$ cat config.mk
export PLATFORM = sky130hd
export DESIGN_NAME = systolic_ctrl
export DESIGN_NICKNAME = d
export VERILOG_FILES = /design/src/rtl/systolic_pkg.sv /design/src/rtl/systolic_skew_mask.sv /design/src/rtl/systolic_ctrl.sv
export SDC_FILE = /design/constraint.sdc
export NUM_CORES = 1
export LEC_CHECK = 0
export CAP_MARGIN = 15
export CELL_PAD_IN_SITES_DETAIL_PLACEMENT = 2
export CELL_PAD_IN_SITES_GLOBAL_PLACEMENT = 2
export CORE_MARGIN = 2
export CORE_UTILIZATION = 26
export DETAILED_ROUTE_END_ITERATION = 10
export GPL_TIMING_DRIVEN = 0
export PLACE_DENSITY = 0.93
export SYNTH_ARGS = -nofsm -noshare
export SYNTH_HDL_FRONTEND = slang
export SYNTH_SLANG_ARGS = --single-unit
$ cat constraint.sdc
create_clock -name clk -period 5.3 [get_ports clk]
set_input_delay 1.06 -clock clk [delete_from_list [all_inputs] [get_ports clk]]
set_output_delay 1.06 -clock clk [all_outputs]
set_load 0.01 [all_outputs]
$ cat src/rtl/systolic_pkg.sv
// -----------------------------------------------------------------------------
// systolic_pkg
// Shared types and constants for the systolic array sequencer.
//   ctrl_state_t  : sequencer state (IDLE, CLEAR, FEED, READ, DONE)
//   DIM_DEFAULT   : default array dimension
//   FEED_STEPS    : feed window length for DIM_DEFAULT (3*DIM-2)
//   LAST_IN_STEP  : step at which the last operand enters (2*DIM-2)
//   feed_steps(), last_in_step() : the same constants for any DIM
// -----------------------------------------------------------------------------
package systolic_pkg;

   localparam int DIM_DEFAULT = 8;

   typedef enum logic [2:0] {
      IDLE  = 3'd0,
      CLEAR = 3'd1,
      FEED  = 3'd2,
      READ  = 3'd3,
      DONE  = 3'd4
   } ctrl_state_t;

   // The last operand enters at 2*DIM-2 and needs DIM-1 more hops to reach
   // the far corner, so the feed window is 3*DIM-2 steps long.
   function automatic int feed_steps(input int dim);
      return 3 * dim - 2;
   endfunction

   function automatic int last_in_step(input int dim);
      return 2 * dim - 2;
   endfunction

   localparam int FEED_STEPS   = feed_steps(DIM_DEFAULT);
   localparam int LAST_IN_STEP = last_in_step(DIM_DEFAULT);

endpackage

$ cat src/rtl/systolic_skew_mask.sv
// -----------------------------------------------------------------------------
// systolic_skew_mask
// Combinational skew decoder: bit i is set when lane i carries a real operand
// at feed step step_i, i.e. (step_i - i) lies in [0, DIM-1].
//   step_i : current feed step
//   mask_o : per-lane operand-valid mask (row for A, column for B)
// -----------------------------------------------------------------------------
module systolic_skew_mask #(
   parameter int DIM    = 8,
   parameter int STEP_W = $clog2(3 * DIM - 2)
) (
   input  logic [STEP_W-1:0] step_i,
   output logic [DIM-1:0]    mask_o
);

   always_comb begin
      mask_o = '0;
      for (int i = 0; i < DIM; i++) begin
         // Unsigned step is widened before the compare so step < i never wraps.
         mask_o[i] = (int'(step_i) >= i) && (int'(step_i) < i + DIM);
      end
   end

endmodule

$ cat src/rtl/systolic_ctrl.sv
// -----------------------------------------------------------------------------
// systolic_ctrl
// Sequencer for a DIM x DIM systolic MAC array: optional accumulator clear,
// skewed operand feed over the full propagation window, row readback, done.
// Carries no data; produces only enables, masks and indices.
//   clk, rst          : clock, asynchronous active-high reset
//   start, clr_acc    : begin an operation (IDLE only), clear accumulators first
//   stall             : freeze sequencing in CLEAR/FEED/READ
//   busy, done        : not-IDLE, one-cycle completion pulse
//   mac_en, mac_wren, cin_zero : broadcast array controls
//   step, a_row_vld, b_col_vld : feed step and operand-valid masks
//   c_rd_row, c_rd_vld         : readback row index and its valid
//   dbg_state         : current sequencer state for observation
//
// Flow control: stall is a level hold, not a handshake. While stall=1 in
// CLEAR/FEED/READ the state and counters do not advance and every action
// strobe (mac_en, mac_wren, cin_zero, c_rd_vld) is gated off in that same
// cycle; step and masks keep showing the held position. start is a request
// sampled only in IDLE and is dropped, never queued, at any other time.
// -----------------------------------------------------------------------------
module systolic_ctrl
   import systolic_pkg::*;
#(
   parameter int DIM    = DIM_DEFAULT,
   parameter int STEP_W = $clog2(3 * DIM - 2),
   parameter int IDX_W  = $clog2(DIM)
) (
   input  logic              clk,
   input  logic              rst,
   input  logic              start,
   input  logic              clr_acc,
   input  logic              stall,
   output logic              busy,
   output logic              done,
   output logic              mac_en,
   output logic              mac_wren,
   output logic              cin_zero,
   output logic [STEP_W-1:0] step,
   output logic [DIM-1:0]    a_row_vld,
   output logic [DIM-1:0]    b_col_vld,
   output logic [IDX_W-1:0]  c_rd_row,
   output logic              c_rd_vld,
   output ctrl_state_t       dbg_state
);

   localparam logic [STEP_W-1:0] STEP_LAST = STEP_W'(feed_steps(DIM) - 1);
   localparam logic [IDX_W-1:0]  ROW_LAST  = IDX_W'(DIM - 1);

   ctrl_state_t       state_q, state_d;
   logic [STEP_W-1:0] step_q, step_d;
   logic [IDX_W-1:0]  row_q, row_d;
   logic [DIM-1:0]    a_mask, b_mask;

   systolic_skew_mask #(.DIM(DIM), .STEP_W(STEP_W)) u_a_mask (
      .step_i (step_q),
      .mask_o (a_mask)
   );

   systolic_skew_mask #(.DIM(DIM), .STEP_W(STEP_W)) u_b_mask (
      .step_i (step_q),
      .mask_o (b_mask)
   );

   // State register
   always_ff @(posedge clk or posedge rst) begin
      if (rst) begin
         state_q <= IDLE;
         step_q  <= '0;
         row_q   <= '0;
      end else begin
         state_q <= state_d;
         step_q  <= step_d;
         row_q   <= row_d;
      end
   end

   // Next-state logic. Counters are returned to 0 when their phase ends so
   // they read 0 outside their own state.
   always_comb begin
      state_d = state_q;
      step_d  = step_q;
      row_d   = row_q;
      case (state_q)
         IDLE: begin
            if (start) state_d = clr_acc ? CLEAR : FEED;
         end
         CLEAR: begin
            if (!stall) state_d = FEED;
         end
         FEED: begin
            if (!stall) begin
               if (step_q == STEP_LAST) begin
                  state_d = READ;
                  step_d  = '0;
               end else begin
                  step_d = step_q + STEP_W'(1);
               end
            end
         end
         READ: begin
            if (!stall) begin
               if (row_q == ROW_LAST) begin
                  state_d = DONE;
                  row_d   = '0;
               end else begin
                  row_d = row_q + IDX_W'(1);
               end
            end
         end
         DONE: begin
            state_d = IDLE;
         end
         default: begin
            state_d = IDLE;
         end
      endcase
   end

   // Output decode
   always_comb begin
      busy      = (state_q != IDLE);
      done      = (state_q == DONE);
      mac_en    = 1'b0;
      mac_wren  = 1'b0;
      cin_zero  = 1'b0;
      c_rd_vld  = 1'b0;
      step      = step_q;
      c_rd_row  = row_q;
      a_row_vld = '0;
      b_col_vld = '0;
      dbg_state = state_q;
      case (state_q)
         CLEAR: begin
            mac_en   = !stall;
            mac_wren = !stall;
            cin_zero = !stall;
         end
         FEED: begin
            mac_en    = !stall;
            a_row_vld = a_mask;
            b_col_vld = b_mask;
         end
         READ: begin
            c_rd_vld = !stall;
         end
         default: begin
         end
      endcase
   end

endmodule
==> results.tsv <==
stage	metric	value	unit
routing	via count	911	
timing	Slew Limit Fails	0	
power	Worst VDD drop	279	uV
synth	syn_nets	112	
floorplan	die height	63.6	um
synth	Post-Syn Instances	103	
setup_path	Crit Path Max Fanout	7	
timing	fin crit period	3.85	ns
timing	Max-slew headroom	0.718	
global_route	largest net degree at the start of global routing	12	
floorplan	core area	3360	um^2
cts	Num CTS Buffers	3	
setup_path	Worst Path Class, Setup	in -> out	
cts	number of setup buffers added after CTS	0	
synth	syn_area_per_cell	8.98	um^2
layout	Fillers	406	
place	routability cong.	0.780	
synth	largest cells by area after synthesis	dfrtp_1, buf_4, ha_1	
setup_path	Max stage delay on crit path	0.57	ns
routing	routed vias/inst	4.79	
floorplan	Site Rows	21	
synth	yosys warns	0	
power	LEAKAGE	0.577	nW
timing	unrepaired setup endpoints after global routing	no	
floorplan	Ports	38	
flow_run	maxcap violations	0	
timing	Final setup viols	0	
place	hpwl dp	2230	um
cts	clock tree sinks	11	
synth	largest family of logic cells by synthesized area	simple AND/OR/NAND/NOR gates	
global_route	GRT Util Overall	0.156	
setup_path	Startpoint Class	input port	
routing	DR DRC count	0	
floorplan	DIE AREA	4050	um^2
layout	ANT cells	0	
layout	Final nets	154	
place	buffers added on ports	37	
global_route	initial antenna violation count	0	
routing	Routed WL per cell	14.9	um
synth	multiplexer share of the synthesized area	0.0352	
cts	CTS tree	yes	
setup_path	crit-path cells	clkdlybuf4s50_1 -> nor4b_1 -> buf_4 -> clkdlybuf4s50_1	
synth	synthesized flop and latch total	11	
synth	post-synthesis xor/xnor area fraction	0.0379	
timing	Final Hold Vio Count	0	
setup_path	Critical Path Sink Type	output port	
layout	Layout area overhead	49.3	%
routing	WL final	2830	um
setup_path	Critical Path Slowest Stage Cell	clkdlybuf4s50_1	
routing	Routed Antenna Nets	0	
cts	Clock Tree Buf Depth	2	
setup_path	CP most frequent cell	clkdlybuf4s50_1	
layout	layout cells sized above 1	0.201	
setup_path	crit path DAT	2.79	ns
setup_path	Worst Path Required	4.24	ns
routing	drt initial violations	5	
synth	Adder-Cell Fraction of Synth Area	0.0541	
cts	Post-CTS Hold Fix Bufs	0	
cts	CTS H-Tree Depth	1	
timing	Clock Skews	0.00719	ns
global_route	first-pass GRT wire length	4960	um
hold_path	HP Class	reg -> reg	
synth	top-area cell type share of the netlist area	0.298	
synth	Mapped Area	925	um^2
power	PD cells	800	nW/um^2
timing	TNS Setup	0	ns
floorplan	DIE WIDTH	63.6	um
synth	Synth Area in Simple Gates	0.258	
synth	post-synthesis compound-gate area fraction	0.153	
floorplan	Starting Density	0.275	
cts	CTS root buf	clkbuf_4	
cts	latest clock arrival within the worst-skew pair	0.28	ns
synth	post-synth top area cell	dfrtp_1	
global_route	total grt overflow	0	
routing	TritonRoute pass-1 iters	3	
global_route	vias in the first global route	1002	
cts	Resized Gates After CTS	0	
timing	final hold slack	0.559	ns
cts	clk slew on worst S/H paths	0.08	ns
status	outcome	complete, no violations	
timing	Max Clk Rate	260	MHz
synth	register area share after synthesis	0.298	
timing	measured slew at the worst slew-check pin	0.416	ns
timing	fin crit share	0.726	
synth	Cell variety after synth	41	
## logic make-up after synthesis
group,after synthesis
buffers and inverters,23
XOR/XNOR,4
AND/OR/NAND/NOR,38
AO/OA/AOI/OAI,20
adder cells (fa/ha/maj),4
flip-flops,11
multiplexers,3
## final cells by class
class                      instances  area [um^2]  share of cell area
clock buffer                       3         22.5              0.0163
timing repair buffer              37          370               0.268
multi-input combinational         69          498               0.361
tap                               46         57.6              0.0417
sequential                        11          275               0.199
clock inverter                     1         5.00             0.00363
buffer                            19          136              0.0988
inverter                           4         15.0              0.0109
## layer usage
layer	track usage	share of wire	up-vias
li1	-	-	439
met1	0.168	0.41	434
met2	0.286	0.52	34
met3	0.0321	0.052	4
met4	0.0734	0.018	0
met5	0	0	-
## flip-flops by register name, summed over array words and instances (netlist names)
signal	flops
dbg_state	3
step	5
c_rd_row	3
## metrics by stage
stage | setup slack (ns) | util | cells | instance area [um^2] | total power, mW
finish | 1.45 | 0.410 | 190 | 1380 | 1.10
global route | 1.36 | 0.410 | 190 | 1380 | 1.20
CTS | 1.45 | 0.410 | 190 | 1380 | 1.13
detailed placement | 1.48 | 0.402 | 186 | 1350 | 1.06
global placement | 1.57 | 0.402 | 186 | 1350 | 1.01
floorplan | 2.44 | - | 103 | 925 | 0.649
## cell usage in the layout (no fill, tap or decap), types with 4 or more instances in the layout
master	count
ha_1	4
inv_1	4
a21oi_1	6
nand2_1	7
clkdlybuf4s50_1	37
dfrtp_1	11
nor3_1	4
buf_4	10
nor2_1	8
o21ai_0	4
## cells in the mapped netlist (all sizes together)
master,count
a211oi,1
a21oi,6
a221oi,2
a311oi,1
a31oi,1
and2,1
and4bb,1
buf,16
clkbuf,3
dfrtp,11
ha,4
inv,4
mux2,2
mux2i,1
nand2,7
nand2b,2
nand3,2
nand3b,1
nand4,1
nand4b,1
nor2,8
nor2b,1
nor3,4
nor3b,2
nor4,1
nor4b,2
o21ai,4
o21bai,1
o22ai,1
o31a,2
o31ai,1
or3,1
or3b,1
or4b,2
xnor2,2
xor2,2
## power by group
| part | internal (mW) | switching [mW] | total, mW |
|---|---|---|---|
| logic | 0.494 | 0.380 | 0.874 |
| registers | 0.123 | 0.0459 | 0.168 |
| clock network | 0.0281 | 0.0331 | 0.0612 |
| total | 0.644 | 0.459 | 1.10 |
## critical path, delay by kind of cell
family                 cells  cell delay, ns
buffers and inverters      3            1.28
AND/OR/NAND/NOR            1            0.45
## final timing paths
check	start	endpoint	slack [ns]	cells past startpoint
max	stall	mac_wren	1.45	4
max in group asynchronous	rst	step[4]	3.93	2
min in group asynchronous	rst	c_rd_row[0]	1.07	2
max reg2reg	step[1]	dbg_state[0]	3.71	5
min	c_rd_row[2]	c_rd_row[2]	0.56	1
min reg2reg	c_rd_row[2]	c_rd_row[2]	0.56	1
Note: power is estimated with default switching activity, not from simulation.
